## src/rtl/audio_pkg.sv

```systemverilog
// Shared audio-path constants and types.
package audio_pkg;
  localparam int SAMPLE_W      = 16;
  localparam int I2S_BCK_DIV   = 4;
  localparam int I2S_SLOT_BITS = 32;

  typedef logic signed [SAMPLE_W-1:0] sample_t;

  // Index into the packed {R, L} sample pairs.
  typedef enum logic {
    CH_L = 1'b0,
    CH_R = 1'b1
  } ch_e;
endpackage

```

## src/rtl/i2s_clkgen.sv

```systemverilog
// I2S timing generator: prescaler, SCK, BCK, slot bit counter and LCK.
module i2s_clkgen #(
  parameter int BCK_DIV   = audio_pkg::I2S_BCK_DIV,
  parameter int SLOT_BITS = audio_pkg::I2S_SLOT_BITS,
  parameter int CNT_W     = $clog2(2*SLOT_BITS)
) (
  input  logic             CLK,
  input  logic             RSTn,
  input  logic             en_i,
  output logic             sck_o,
  output logic             bck_o,
  output logic             lck_o,
  output logic             bck_fall_o,
  output logic             frame_wrap_o,
  output logic [CNT_W-1:0] bit_cnt_o
);
  localparam int PW = (BCK_DIV > 1) ? $clog2(BCK_DIV) : 1;

  logic [PW-1:0]    presc_q, presc_d;
  logic [CNT_W-1:0] cnt_q, cnt_d;
  logic             sck_q, bck_q, lck_q;
  logic             presc_wrap;

  assign presc_wrap   = presc_q == PW'(BCK_DIV-1);
  assign bck_fall_o   = en_i & presc_wrap & bck_q;
  assign frame_wrap_o = bck_fall_o & (cnt_q == CNT_W'(2*SLOT_BITS-1));

  always_comb begin
    presc_d = presc_wrap ? '0 : presc_q + PW'(1);
    cnt_d   = frame_wrap_o ? '0 : cnt_q + CNT_W'(1);
  end

  // ENABLE low parks everything in the reset state, even mid-frame.
  always_ff @(posedge CLK or negedge RSTn) begin
    if (!RSTn) begin
      presc_q <= '0;
      cnt_q   <= '0;
      sck_q   <= 1'b0;
      bck_q   <= 1'b0;
      lck_q   <= 1'b0;
    end else if (!en_i) begin
      presc_q <= '0;
      cnt_q   <= '0;
      sck_q   <= 1'b0;
      bck_q   <= 1'b0;
      lck_q   <= 1'b0;
    end else begin
      sck_q   <= ~sck_q;
      presc_q <= presc_d;
      if (presc_wrap) bck_q <= ~bck_q;
      if (bck_fall_o) begin
        cnt_q <= cnt_d;
        lck_q <= cnt_d >= CNT_W'(SLOT_BITS);
      end
    end
  end

  assign sck_o     = sck_q;
  assign bck_o     = bck_q;
  assign lck_o     = lck_q;
  assign bit_cnt_o = cnt_q;
endmodule

```

## src/rtl/i2s_tx_stereo.sv

```systemverilog
// Stereo I2S master transmitter: one-deep holding buffer, L/R shift registers,
// DIN serialiser and overrun/underrun flags.
module i2s_tx_stereo #(
  parameter int SAMPLE_W  = audio_pkg::SAMPLE_W,
  parameter int BCK_DIV   = audio_pkg::I2S_BCK_DIV,
  parameter int SLOT_BITS = audio_pkg::I2S_SLOT_BITS
) (
  input  logic                CLK,
  input  logic                RSTn,
  input  logic                ENABLE,
  input  logic [SAMPLE_W-1:0] SMP_L,
  input  logic [SAMPLE_W-1:0] SMP_R,
  input  logic                SMP_VALID,
  output logic                SCK,
  output logic                BCK,
  output logic                LCK,
  output logic                DIN,
  output logic                FRAME_STB,
  output logic                OVERRUN,
  output logic                UNDERRUN
);
  import audio_pkg::*;

  localparam int CNT_W = $clog2(2*SLOT_BITS);

  logic             bck_fall, frame_wrap;
  logic [CNT_W-1:0] bit_cnt;

  i2s_clkgen #(
    .BCK_DIV  (BCK_DIV),
    .SLOT_BITS(SLOT_BITS),
    .CNT_W    (CNT_W)
  ) u_clkgen (
    .CLK         (CLK),
    .RSTn        (RSTn),
    .en_i        (ENABLE),
    .sck_o       (SCK),
    .bck_o       (BCK),
    .lck_o       (LCK),
    .bck_fall_o  (bck_fall),
    .frame_wrap_o(frame_wrap),
    .bit_cnt_o   (bit_cnt)
  );

  logic [1:0][SAMPLE_W-1:0] hold_q, hold_d, sreg_q, sreg_d;
  logic                     hold_full_q, hold_full_d;
  logic                     din_q, din_d;
  logic                     stb_q, ovr_q, und_q;
  logic [CNT_W-1:0]         cnt_nxt, pos_nxt;
  logic                     ch_nxt;
  logic                     cap;

  assign cap = ENABLE & SMP_VALID;

  // DIN is computed for the slot position bit_cnt moves to on this edge.
  always_comb begin
    cnt_nxt     = frame_wrap ? '0 : bit_cnt + CNT_W'(1);
    ch_nxt      = cnt_nxt >= CNT_W'(SLOT_BITS);
    pos_nxt     = ch_nxt ? cnt_nxt - CNT_W'(SLOT_BITS) : cnt_nxt;
    hold_d      = hold_q;
    hold_full_d = hold_full_q;
    sreg_d      = sreg_q;
    din_d       = din_q;
    if (frame_wrap) begin
      sreg_d      = hold_q;
      hold_full_d = 1'b0;
    end
    // A capture coinciding with a load lands after the load took the old data.
    if (cap) begin
      hold_d[CH_L] = SMP_L;
      hold_d[CH_R] = SMP_R;
      hold_full_d  = 1'b1;
    end
    if (bck_fall) begin
      din_d = 1'b0;
      if (pos_nxt >= CNT_W'(1) && pos_nxt <= CNT_W'(SAMPLE_W)) begin
        din_d          = sreg_q[ch_nxt][SAMPLE_W-1];
        sreg_d[ch_nxt] = {sreg_q[ch_nxt][SAMPLE_W-2:0], 1'b0};
      end
    end
  end

  always_ff @(posedge CLK or negedge RSTn) begin
    if (!RSTn) begin
      hold_q      <= '0;
      sreg_q      <= '0;
      hold_full_q <= 1'b0;
      din_q       <= 1'b0;
      stb_q       <= 1'b0;
      ovr_q       <= 1'b0;
      und_q       <= 1'b0;
    end else if (!ENABLE) begin
      hold_q      <= '0;
      sreg_q      <= '0;
      hold_full_q <= 1'b0;
      din_q       <= 1'b0;
      stb_q       <= 1'b0;
      ovr_q       <= 1'b0;
      und_q       <= 1'b0;
    end else begin
      hold_q      <= hold_d;
      sreg_q      <= sreg_d;
      hold_full_q <= hold_full_d;
      din_q       <= din_d;
      stb_q       <= frame_wrap;
      und_q       <= frame_wrap & ~hold_full_q;
      ovr_q       <= cap & hold_full_q & ~frame_wrap;
    end
  end

  assign DIN       = din_q;
  assign FRAME_STB = stb_q;
  assign OVERRUN   = ovr_q;
  assign UNDERRUN  = und_q;
endmodule
```

## config.mk

```make
export PLATFORM = sky130hd
export DESIGN_NAME = i2s_tx_stereo
export DESIGN_NICKNAME = d
export VERILOG_FILES = /design/src/rtl/audio_pkg.sv /design/src/rtl/i2s_clkgen.sv /design/src/rtl/i2s_tx_stereo.sv
export SDC_FILE = /design/constraint.sdc
export NUM_CORES = 1
export LEC_CHECK = 0
export ABC_AREA = 1
export CORE_MARGIN = 4
export CORE_UTILIZATION = 60
export DETAILED_ROUTE_END_ITERATION = 7
export GPL_TIMING_DRIVEN = 0
export PLACE_DENSITY = 0.84
export SYNTH_ARGS = -nofsm -noshare
export SYNTH_HDL_FRONTEND = slang
export SYNTH_SLANG_ARGS = --single-unit
```

## constraint.sdc

```tcl
create_clock -name CLK -period 5 [get_ports CLK]
set_input_delay 1.5 -clock CLK [delete_from_list [all_inputs] [get_ports CLK]]
set_output_delay 1.5 -clock CLK [all_outputs]
set_load 0.03 [all_outputs]
```

==> results.json <==
{
  "synth_cell_types": 26,
  "cts_tree": "done",
  "fin_worst_skew_ns": 0.00962,
  "avgSynthCellArea_um2": 7.90,
  "insertion_delay_ns": 0.35,
  "antenna_found_initial": 0,
  "ys_warn_count": 0,
  "gp_congestion": 0.798,
  "io_pins": 43,
  "grt_overflow": 0,
  "grt_max_degree": 54,
  "start_util_pct": 63.1,
  "worst_slack_ns": 1.79,
  "synthToLayoutAreaGrowth_pct": 19.4,
  "hpwl_um": 6190,
  "synthSimpleGateAreaFrac_pct": 27.3,
  "rsz0062_at_grt": "no",
  "cts_resized": 0,
  "critical_path_buf_inv_count": 3,
  "ctsHoldBuffers": 0,
  "grt_pass1_vias": 3359,
  "slowest_stage": "clkdlybuf4s50_1",
  "first_iter_violations": 266,
  "path_cells": "clkdlybuf4s50_1 > nand3_4 > nor2_2 > nand2_1 > buf_2 > clkbuf_1 > nand2_1 > o21ai_0 > nor2_1 > nor2_1",
  "htree_levels": 3,
  "power.leakage_nw": 2.22,
  "synth_seq_area_share_pct": 52.3,
  "io_buffers": 41,
  "drv_cap": 0,
  "cp.arrival_ns": 3.48,
  "clkTransAtPathRegs_ns": 0.08,
  "final_hold_viol_count": 0,
  "ys_ff_latch": 80,
  "drt-total-wl_um": 9100,
  "synthCells": 484,
  "fin_crit_sh_pct": 64.1,
  "nets": 576,
  "grt_pass1_wl_um": 15500,
  "synth_edf_count": 0,
  "fp.coreArea_um2": 6060,
  "power.density_nw_per_um2": 293,
  "drive_above_1_share_pct": 6.64,
  "path_max_fanout": 10,
  "grt.total_usage_pct": 26.0,
  "power_w": 0.00134,
  "required_ns": 5.28,
  "start_kind": "input port",
  "synth_top_family_by_area": "simple AND/OR/NAND/NOR gates",
  "utilization_pct": 75.4,
  "final_cells": 617,
  "drv_slew": 0,
  "holdCritPathClass": "reg2reg",
  "critPathTopFamily": "buffers and inverters",
  "place_ws_ns": 1.50,
  "cts_buffer_depth": 2,
  "wl_per_cell_um": 14.7,
  "viasPerCell": 5.48,
  "synth_area_um2": 3820,
  "synthMuxAreaShare_pct": 0,
  "yosys.area_share.xor_xnor_pct": 0,
  "root_buffer": "clkbuf_8",
  "setup_violations": 0,
  "rows": 28,
  "synth-main-ff-cell": "dfrtp_1",
  "synthArstFlopShare_pct": 100,
  "fmax_ghz": 0.312,
  "crit_type": "in2reg",
  "status": "completed",
  "numCtsBuffers": 9,
  "period_needed_ns": 3.21,
  "die_y_um": 87.8,
  "drc_errors": 0,
  "syn-num-nets": 523,
  "dr.pass1.iters": 5,
  "final_cell_mix": "nand2_1, dfrtp_1, nor2_1",
  "irDropWorstVdd_v": 0.000226,
  "synth-compound-area-share_pct": 9.55,
  "postCtsSetupRepairBufs": 0,
  "layout_commonest_cell": "nand2_1",
  "final.setup.tns_ns": 0,
  "dieArea_um2": 7720,
  "max_stage_delay_ns": 0.51,
  "end_kind": "flip-flop",
  "vias": 3384,
  "cts_sinks": 80,
  "ant_nets": 0,
  "worstMarginPinSlew_ns": 0.634,
  "synth_adder_area_share_pct": 0.981,
  "dpl.cell_count": 601,
  "die_w_um": 87.8,
  "relSlewSlack_pct": 57.7,
  "n_antenna_cell": 0
}
## routing by layer
| layer | part of all wire, % | up-vias | global-route usage [%] |
|---|---|---|---|
| met3 | 4.9 | 19 | 2.63 |
| met2 | 50 | 115 | 45.1 |
| met4 | 2.2 | 0 | 11.0 |
| met1 | 42 | 1606 | 33.3 |
| met5 | 0 | - | 0 |
| li1 | - | 1644 | - |
## power by group
| group | leakage [nW] | internal, W | switching (W) |
|---|---|---|---|
| logic | 1.02 | 0.0000556 | 0.0000781 |
| registers | 1.09 | 0.000671 | 0.0000135 |
| clock network | 0.108 | 0.000295 | 0.000226 |
## cells in the mapped netlist (2+ instances only)
master | n | area, µm²
o22ai_1 | 2 | 12.5
nand3_2 | 2 | 20.0
nand3_1 | 46 | 230
o21ai_0 | 66 | 330
clkbuf_1 | 15 | 56.3
nand2_1 | 95 | 357
nand2_2 | 3 | 18.8
a21oi_1 | 2 | 10.0
dfrtp_1 | 80 | 2000
nor2_2 | 2 | 12.5
inv_1 | 60 | 225
buf_2 | 6 | 30.0
buf_6 | 3 | 33.8
nand4_1 | 17 | 106
nor2_1 | 69 | 259
ha_1 | 3 | 37.5
buf_1 | 4 | 15.0
## registers in the layout (all words and copies together) (netlist names)
| signal | count |
|---|---|
| u_clkgen.bck_o | 1 |
| hold_full_q | 1 |
| hold_q | 32 |
| u_clkgen.sck_o | 1 |
| DIN | 1 |
| OVERRUN | 1 |
| u_clkgen.presc_q | 2 |
| u_clkgen.bit_cnt_o | 6 |
| u_clkgen.lck_o | 1 |
| sreg_q | 32 |
| FRAME_STB | 1 |
| UNDERRUN | 1 |
## stage by stage
stage          instance area (µm²)  hold WS (ns)
2_1_floorplan                 3820         0.404
3_3_place_gp                  4330         0.417
3_5_place_dp                  4350         0.422
4_1_cts                       4570         0.433
5_1_grt                       4570         0.453
6_report                      4570         0.427
## cell type report
cell class                      count  area (µm²)
Buffer                             29         143
Clock buffer                       13         149
Clock inverter                      3        65.1
Fill cell                         444        1490
Inverter                           62         234
Multi-Input combinational cell    313        1450
Sequential cell                    80        2000
Tap cell                           75        93.8
Timing Repair Buffer               42         435
## logic make-up (layout without fill, tap and decap cells)
group | Yosys count | after routing
AND/OR/NAND/NOR | 238 | 238
buffers and inverters | 91 | 149
flip-flops | 80 | 80
AO/OA/AOI/OAI | 72 | 72
adder cells (fa/ha/maj) | 3 | 3
## final timing paths
kind	startpoint	endpoint	slack [ns]	cells after the start
max	ENABLE	sreg_q[12]	1.79	10
min	u_clkgen.sck_o	u_clkgen.sck_o	0.43	1
max reg2reg	u_clkgen.presc_q[0]	sreg_q[12]	2.82	10
min reg2reg	u_clkgen.sck_o	u_clkgen.sck_o	0.43	1
max in group asynchronous	RSTn	sreg_q[17]	3.36	2
min in group asynchronous	RSTn	hold_q[1]	1.06	1
No activity file was read; power rests on OpenSTA's default activity.
